==> src/rtl/press_counter_pkg.sv <==
// Shared constants and the 7-segment decoder for the press counter display.
// Latency: n/a (package only).
// Backpressure: n/a (package only).
//
// Segment codes are active-high, bit order {g,f,e,d,c,b,a}.
// The top level applies the board polarity to these codes.
package press_counter_pkg;

    localparam logic [3:0] BCD_MAX_DIGIT = 4'd9;

    localparam logic [6:0] SEG_0     = 7'h3F;
    localparam logic [6:0] SEG_1     = 7'h06;
    localparam logic [6:0] SEG_2     = 7'h5B;
    localparam logic [6:0] SEG_3     = 7'h4F;
    localparam logic [6:0] SEG_4     = 7'h66;
    localparam logic [6:0] SEG_5     = 7'h6D;
    localparam logic [6:0] SEG_6     = 7'h7D;
    localparam logic [6:0] SEG_7     = 7'h07;
    localparam logic [6:0] SEG_8     = 7'h7F;
    localparam logic [6:0] SEG_9     = 7'h6F;
    localparam logic [6:0] SEG_BLANK = 7'h00;

    // Any input above 9 decodes to a dark digit.
    function automatic logic [6:0] seg_decode(input logic [3:0] d);
        case (d)
            4'd0:    seg_decode = SEG_0;
            4'd1:    seg_decode = SEG_1;
            4'd2:    seg_decode = SEG_2;
            4'd3:    seg_decode = SEG_3;
            4'd4:    seg_decode = SEG_4;
            4'd5:    seg_decode = SEG_5;
            4'd6:    seg_decode = SEG_6;
            4'd7:    seg_decode = SEG_7;
            4'd8:    seg_decode = SEG_8;
            4'd9:    seg_decode = SEG_9;
            default: seg_decode = SEG_BLANK;
        endcase
    endfunction

endpackage

==> src/rtl/press_counter_display_bcd_digit.sv <==
// One BCD decade of the up/down press counter.
// Latency: 1 cycle from up/dn and cin/bin to q.
// Backpressure: none; carry/borrow are combinational ripple outputs.
//
// Ports:
//   clkDiv190  clock, posedge
//   rst        synchronous active-high reset
//   clr        synchronous clear to 0
//   up, dn     decoded count direction (mutually exclusive)
//   cin, bin   carry/borrow from the next lower digit
//   q          digit value, always 0..9
//   cout, bout carry/borrow into the next higher digit
module bcd_digit
    import press_counter_pkg::*;
(
    input  logic       clkDiv190,
    input  logic       rst,
    input  logic       clr,
    input  logic       up,
    input  logic       dn,
    input  logic       cin,
    input  logic       bin,
    output logic [3:0] q,
    output logic       cout,
    output logic       bout
);

    logic [3:0] r_q;

    assign q    = r_q;
    assign cout = up & cin & (r_q == BCD_MAX_DIGIT);
    assign bout = dn & bin & (r_q == 4'd0);

    always_ff @(posedge clkDiv190) begin
        if (rst || clr) begin
            r_q <= 4'd0;
        end else if (up && cin) begin
            r_q <= (r_q == BCD_MAX_DIGIT) ? 4'd0 : r_q + 4'd1;
        end else if (dn && bin) begin
            r_q <= (r_q == 4'd0) ? BCD_MAX_DIGIT : r_q - 4'd1;
        end
    end

endmodule

==> src/rtl/press_counter_display.sv <==
// Debounced press pulses drive a NDIG-digit BCD up/down counter shown on a multiplexed 7-seg display.
// Latency: 1 cycle pulse->bcd/wrap; 1 cycle scan index/bcd->an/seg.
// Backpressure: none; every pulse is consumed in the cycle it arrives.
//
// Ports:
//   clkDiv190  display/debounce clock, posedge
//   rst        synchronous active-high reset, highest priority
//   inc_p, dec_p, clr_p  one-cycle pulses; clr wins, inc+dec together holds
//   bcd        count, digit i at bcd[4i+3:4i]
//   an, seg    anode enables and {g,f,e,d,c,b,a}, polarity set by SEG_ACT_LOW
//   wrap       one-cycle flag when the count rolled over in either direction
//
// Build option: define LEADING_ZERO_BLANK_EN to blank leading zero digits
// (units digit is always shown).
module press_counter_display
    import press_counter_pkg::*;
#(
    parameter int NDIG        = 4,
    parameter bit SEG_ACT_LOW = 1'b1
) (
    input  logic              clkDiv190,
    input  logic              rst,
    input  logic              inc_p,
    input  logic              dec_p,
    input  logic              clr_p,
    output logic [4*NDIG-1:0] bcd,
    output logic [NDIG-1:0]   an,
    output logic [6:0]        seg,
    output logic              wrap
);

    localparam int IW = (NDIG > 1) ? $clog2(NDIG) : 1;

    logic            w_up;
    logic            w_dn;
    logic [NDIG-1:0] w_cin;
    logic [NDIG-1:0] w_bin;
    logic [NDIG-1:0] w_cout;
    logic [NDIG-1:0] w_bout;

    // clr dominates; inc and dec together cancel out.
    assign w_up = inc_p & ~dec_p & ~clr_p;
    assign w_dn = dec_p & ~inc_p & ~clr_p;

    genvar gi;
    generate
        for (gi = 0; gi < NDIG; gi++) begin : g_digit
            if (gi == 0) begin : g_lsd
                assign w_cin[gi] = w_up;
                assign w_bin[gi] = w_dn;
            end else begin : g_upper
                assign w_cin[gi] = w_cout[gi-1];
                assign w_bin[gi] = w_bout[gi-1];
            end

            bcd_digit u_digit (
                .clkDiv190 (clkDiv190),
                .rst       (rst),
                .clr       (clr_p),
                .up        (w_up),
                .dn        (w_dn),
                .cin       (w_cin[gi]),
                .bin       (w_bin[gi]),
                .q         (bcd[4*gi +: 4]),
                .cout      (w_cout[gi]),
                .bout      (w_bout[gi])
            );
        end
    endgenerate

    // A carry or borrow out of the top digit means the whole count rolled over.
    logic r_wrap;
    always_ff @(posedge clkDiv190) begin
        if (rst) begin
            r_wrap <= 1'b0;
        end else begin
            r_wrap <= w_cout[NDIG-1] | w_bout[NDIG-1];
        end
    end
    assign wrap = r_wrap;

    // Per-digit blank flags for leading zeros.
    logic [NDIG-1:0] w_lz;
`ifdef LEADING_ZERO_BLANK_EN
    logic w_upper_zero;
    always_comb begin
        w_lz         = '0;
        w_upper_zero = 1'b1;
        for (int k = NDIG - 1; k >= 1; k--) begin
            w_upper_zero = w_upper_zero & (bcd[4*k +: 4] == 4'd0);
            w_lz[k]      = w_upper_zero;
        end
    end
`else
    assign w_lz = '0;
`endif

    // Select the digit under the scan index.
    logic [IW-1:0] r_idx;
    logic [3:0]    w_digit;
    logic          w_blank;
    always_comb begin
        w_digit = 4'd0;
        w_blank = 1'b0;
        for (int k = 0; k < NDIG; k++) begin
            if (r_idx == IW'(k)) begin
                w_digit = bcd[4*k +: 4];
                w_blank = w_lz[k];
            end
        end
    end

    logic [NDIG-1:0] w_onehot;
    logic [6:0]      w_seg_code;
    assign w_onehot   = NDIG'(1) << r_idx;
    assign w_seg_code = w_blank ? SEG_BLANK : seg_decode(w_digit);

    logic [NDIG-1:0] r_an;
    logic [6:0]      r_seg;
    always_ff @(posedge clkDiv190) begin
        if (rst) begin
            r_idx <= '0;
            r_an  <= {NDIG{SEG_ACT_LOW}};
            r_seg <= {7{SEG_ACT_LOW}};
        end else begin
            r_idx <= (r_idx == IW'(NDIG - 1)) ? '0 : r_idx + IW'(1);
            r_an  <= SEG_ACT_LOW ? ~w_onehot : w_onehot;
            r_seg <= SEG_ACT_LOW ? ~w_seg_code : w_seg_code;
        end
    end
    assign an  = r_an;
    assign seg = r_seg;

endmodule
==> config.mk <==
export PLATFORM = sky130hd
export DESIGN_NAME = press_counter_display
export DESIGN_NICKNAME = d
export VERILOG_FILES = /design/src/rtl/press_counter_pkg.sv /design/src/rtl/press_counter_display_bcd_digit.sv /design/src/rtl/press_counter_display.sv
export SDC_FILE = /design/constraint.sdc
export NUM_CORES = 1
export LEC_CHECK = 0
export BUFFER_PORTS_ARGS = -buffer_cell sky130_fd_sc_hd__buf_4
export CAP_MARGIN = 20
export CORE_MARGIN = 2
export CORE_UTILIZATION = 25
export CTS_CLUSTER_DIAMETER = 40
export CTS_CLUSTER_SIZE = 8
export DETAILED_ROUTE_END_ITERATION = 12
export PLACE_DENSITY = 0.47
export SETUP_SLACK_MARGIN = 0.02
export SLEW_MARGIN = 10
export SYNTH_ARGS = -nofsm -noshare
export SYNTH_HDL_FRONTEND = slang
export SYNTH_HIERARCHICAL = 1
export SYNTH_SLANG_ARGS = --single-unit
export TNS_END_PERCENT = 30
==> constraint.sdc <==
create_clock -name clkDiv190 -period 5.9 [get_ports clkDiv190]
set_clock_uncertainty 0.2 [all_clocks]
set_input_delay 0.295 -clock clkDiv190 [delete_from_list [all_inputs] [get_ports clkDiv190]]
set_output_delay 0.295 -clock clkDiv190 [all_outputs]
set_load 0.01 [all_outputs]
==> metrics.csv <==
stage;metric;value;unit
min_path;min_from;clr_p;
floorplanning;die_area;9520;sq um
sta;fin_tns_setup;0;ps
drt;ant_nets;0;
setup_path;crit_path_max_fanout;16;
sta;tightest_slew;616;ps
setup_path;critPathMaxStageDelay;690;ps
drt;dr.pass1.iters;4;
clock_tree;clock_latency;280;ps
min_path;hold_end;g_digit[2].u_digit/q[1]$_SDFFE_PP0P_;
pwr;ir_drop;74.4;uV
layout;nets;304;
setup_path;startpoint;g_digit[0].u_digit/q[0]$_SDFFE_PP0P_;
place;dp_hpwl;3840;microns
sta;layout_min_cycle_time;4000;ps
floorplanning;die_h;97.6;microns
sta;finalMaxSlewViolations;0;
layout;final_util;0.299;
pwr;pwr-share-clk;0.383;
clock_tree;cts_htree_levels;2;
pwr;internal_power;0.000395;W
clock_tree;postCtsSetupBuffers;0;
place;gp_congestion;0.775;
layout;fillers;957;
drt;drtIter0Drc;112;
yosys;yosys.area.top_type;dfxtp_1;
floorplanning;die_w;97.6;microns
clock_tree;path_clk_slew;70;ps
drt;detail_route.wl_per_cell;14.0;microns
drt;drt_wl_total;5600;microns
setup_path;start_kind;flop;
drt;via_count;2067;
yosys;syn_nets;284;
yosys;synth_edf_count;0;
sta;rsz0062_at_grt;no;
pwr;netSwitchingFraction;0.274;
clock_tree;cts_tree;done;
setup_path;critical_path_class;reg -> reg;
pwr;pwr-share-comb;0.206;
setup_path;crit_chain;nand2_1, nor4_1, nand2_1, nor4_1, nand2_1, nor4_1, and2_4, nor3_1, o21a_1, a2111oi_2;
clock_tree;cts_resized;0;
setup_path;crit_slowest_cell;dfxtp_1;
floorplanning;num_rows;34;
setup_path;cp.arrival;3990;ps
global_route;grt_pass1_wl;9380;microns
pwr;p_leak;1.02;nW
setup_path;crit_family;simple AND/OR/NAND/NOR gates;
floorplanning;initial_utilization;0.255;
pwr;p_per_area;212;nW/um^2
sta;finalHoldViolations;0;
yosys;synthArstFlopShare;0;
yosys;ys_warn_count;6;
yosys;syn_area_per_cell;8.11;sq um
min_path;hold_depth;2;
setup_path;end_kind;flop;
global_route;antenna_found_initial;0;
setup_path;r2r_setup_slack;1900;ps
yosys;syn_inst;270;
floorplanning;core;8590;sq um
layout;area_growth;17.3;%
drt;drcViolationCount;0;
min_path;hp-class;in -> reg;
clock_tree;max-clock-path-buffers;2;
global_route;grt_pass1_vias;1890;
sta;slew-limit-headroom;0.586;
yosys;ys_types;48;
setup_path;reg2reg_to;g_digit[3].u_digit/q[1]$_SDFFE_PP0P_;
place;io_buffers;32;
sta;setup_viol;0;
global_route;grt_max_degree;21;
sta;timing.final.crit_share;0.679;
pwr;p_sw;0.000149;W
global_route;gr-usage-all-layers;0.119;
yosys;synth_top_area_frac;0.274;
yosys;ys_seq_area_frac;0.274;
job;maxCapViolCount;0;
pwr;seq_power_share;0.411;
setup_path;reg2regPathDepth;10;
floorplanning;pin_count;33;
drt;routed_via_density;5.18;
yosys;synth_top_flop_cell;dfxtp_1;
setup_path;critPathRequiredTime;5880;ps
clock_tree;root_buffer;clkbuf_8;
sta;clock.fmax;250;MHz
clock_tree;clock_sinks;30;
yosys;synth-seq-cells;30;
yosys;synth_area_leaders;dfxtp_1 27%, ha_1 5.1%, nand2_1 4.5%;
layout;antenna_cells;0;
clock_tree;ctsHoldBuffers;0;
layout;drive_gt1_frac;0.216;
yosys;syn-cell-area;2190;sq um
clock_tree;cts-buffers-inserted;5;
setup_path;crit_buf_inv;0;
setup_path;r2r_start;g_digit[0].u_digit/q[0]$_SDFFE_PP0P_;
run_status;outcome;finished, final reports clean;
global_route;gr-total-overflow;0;
## state kept, by name, summed over array words and instances (netlist names)
signal	flops
g_digit.u_digit/q	16
seg	7
an	4
r_idx	2
wrap	1
## cell usage in the layout (no fill, tap or decap), drive strengths merged, types with 5 or more instances in the layout
cell     count
a2111oi      8
a21boi       5
a21oi        6
a31oi       14
and2         5
and3         5
buf         34
clkbuf       5
dfxtp       30
ha           9
inv         11
nand2       26
nand3        8
nor2        24
nor2b        5
nor3         9
nor4b        8
o21ai       14
o221ai       6
## cells by family (layout without fill, tap and decap cells)
| logic type | after synthesis | after routing | share of synthesized area |
|---|---|---|---|
| xor gates and xnor gates | 4 | 4 | 0.0160 |
| adders and majority gates | 9 | 9 | 0.0514 |
| and+or+nand+nor | 113 | 113 | 0.293 |
| buffers and inverters | 32 | 53 | 0.0766 |
| muxes | 3 | 3 | 0.0160 |
| AOI/OAI and AO/OA | 79 | 79 | 0.273 |
| DFF | 30 | 30 | 0.274 |
## through the flow
stage	hold slack, ps	cells	setup WS [ps]	cell area [sq um]	power, W
3_5_place_dp	288	391	1630	2460	0.000341
3_3_place_gp	277	391	1970	2460	0.000341
4_1_cts	140	399	1930	2570	0.000556
2_1_floorplan	164	270	1570	2190	0.000302
6_report	145	399	1900	2570	0.000544
5_1_grt	163	399	1490	2570	0.000573
## metal layers
layer	wire length, microns	vias up	track usage
li1	-	1054	-
met2	2540	40	0.189
met3	215	5	0.0266
met1	2800	968	0.164
met5	0	-	0
met4	42	0	0.0299
## layout make-up
class | instances | area [sq um] | share of cell area
multi-input cells | 208 | 1430 | 0.556
inverters | 11 | 41.3 | 0.0161
well taps | 108 | 135 | 0.0526
clock inverters | 3 | 40.0 | 0.0156
flip-flops and latches | 30 | 601 | 0.234
clock buffers | 5 | 68.8 | 0.0268
repair buffers | 34 | 255 | 0.0994
## cells in the mapped netlist (all sizes together) (5+ instances only)
library cell,instances
nor2b,5
nand2,26
buf,13
inv,11
a2111oi,8
nor2,24
a21oi,6
a21boi,5
and3,5
a31oi,14
nand3,8
o21ai,14
nor3,9
o221ai,6
and2,5
clkbuf,8
ha,9
nor4b,8
dfxtp,30
## power groups by stage
stage	Clock, W	Sequential (W)	Combinational (W)
after floorplan	0	0.000235	0.0000664
after global placement	0	0.000228	0.000112
after detailed placement	0	0.000228	0.000113
after CTS	0.000219	0.000224	0.000113
after global routing	0.000224	0.000225	0.000124
final	0.000208	0.000224	0.000112
## worst max-delay path by stage
stage	cells after the start	endpoint
finish	10	g_digit[3].u_digit/q[1]$_SDFFE_PP0P_
global route	13	g_digit[3].u_digit/q[1]$_SDFFE_PP0P_
CTS	10	g_digit[3].u_digit/q[1]$_SDFFE_PP0P_
detailed placement	13	g_digit[3].u_digit/q[1]$_SDFFE_PP0P_
global placement	13	g_digit[3].u_digit/q[1]$_SDFFE_PP0P_
floorplan	12	g_digit[3].u_digit/q[1]$_SDFFE_PP0P_
Power figures use the tool's default switching activity.
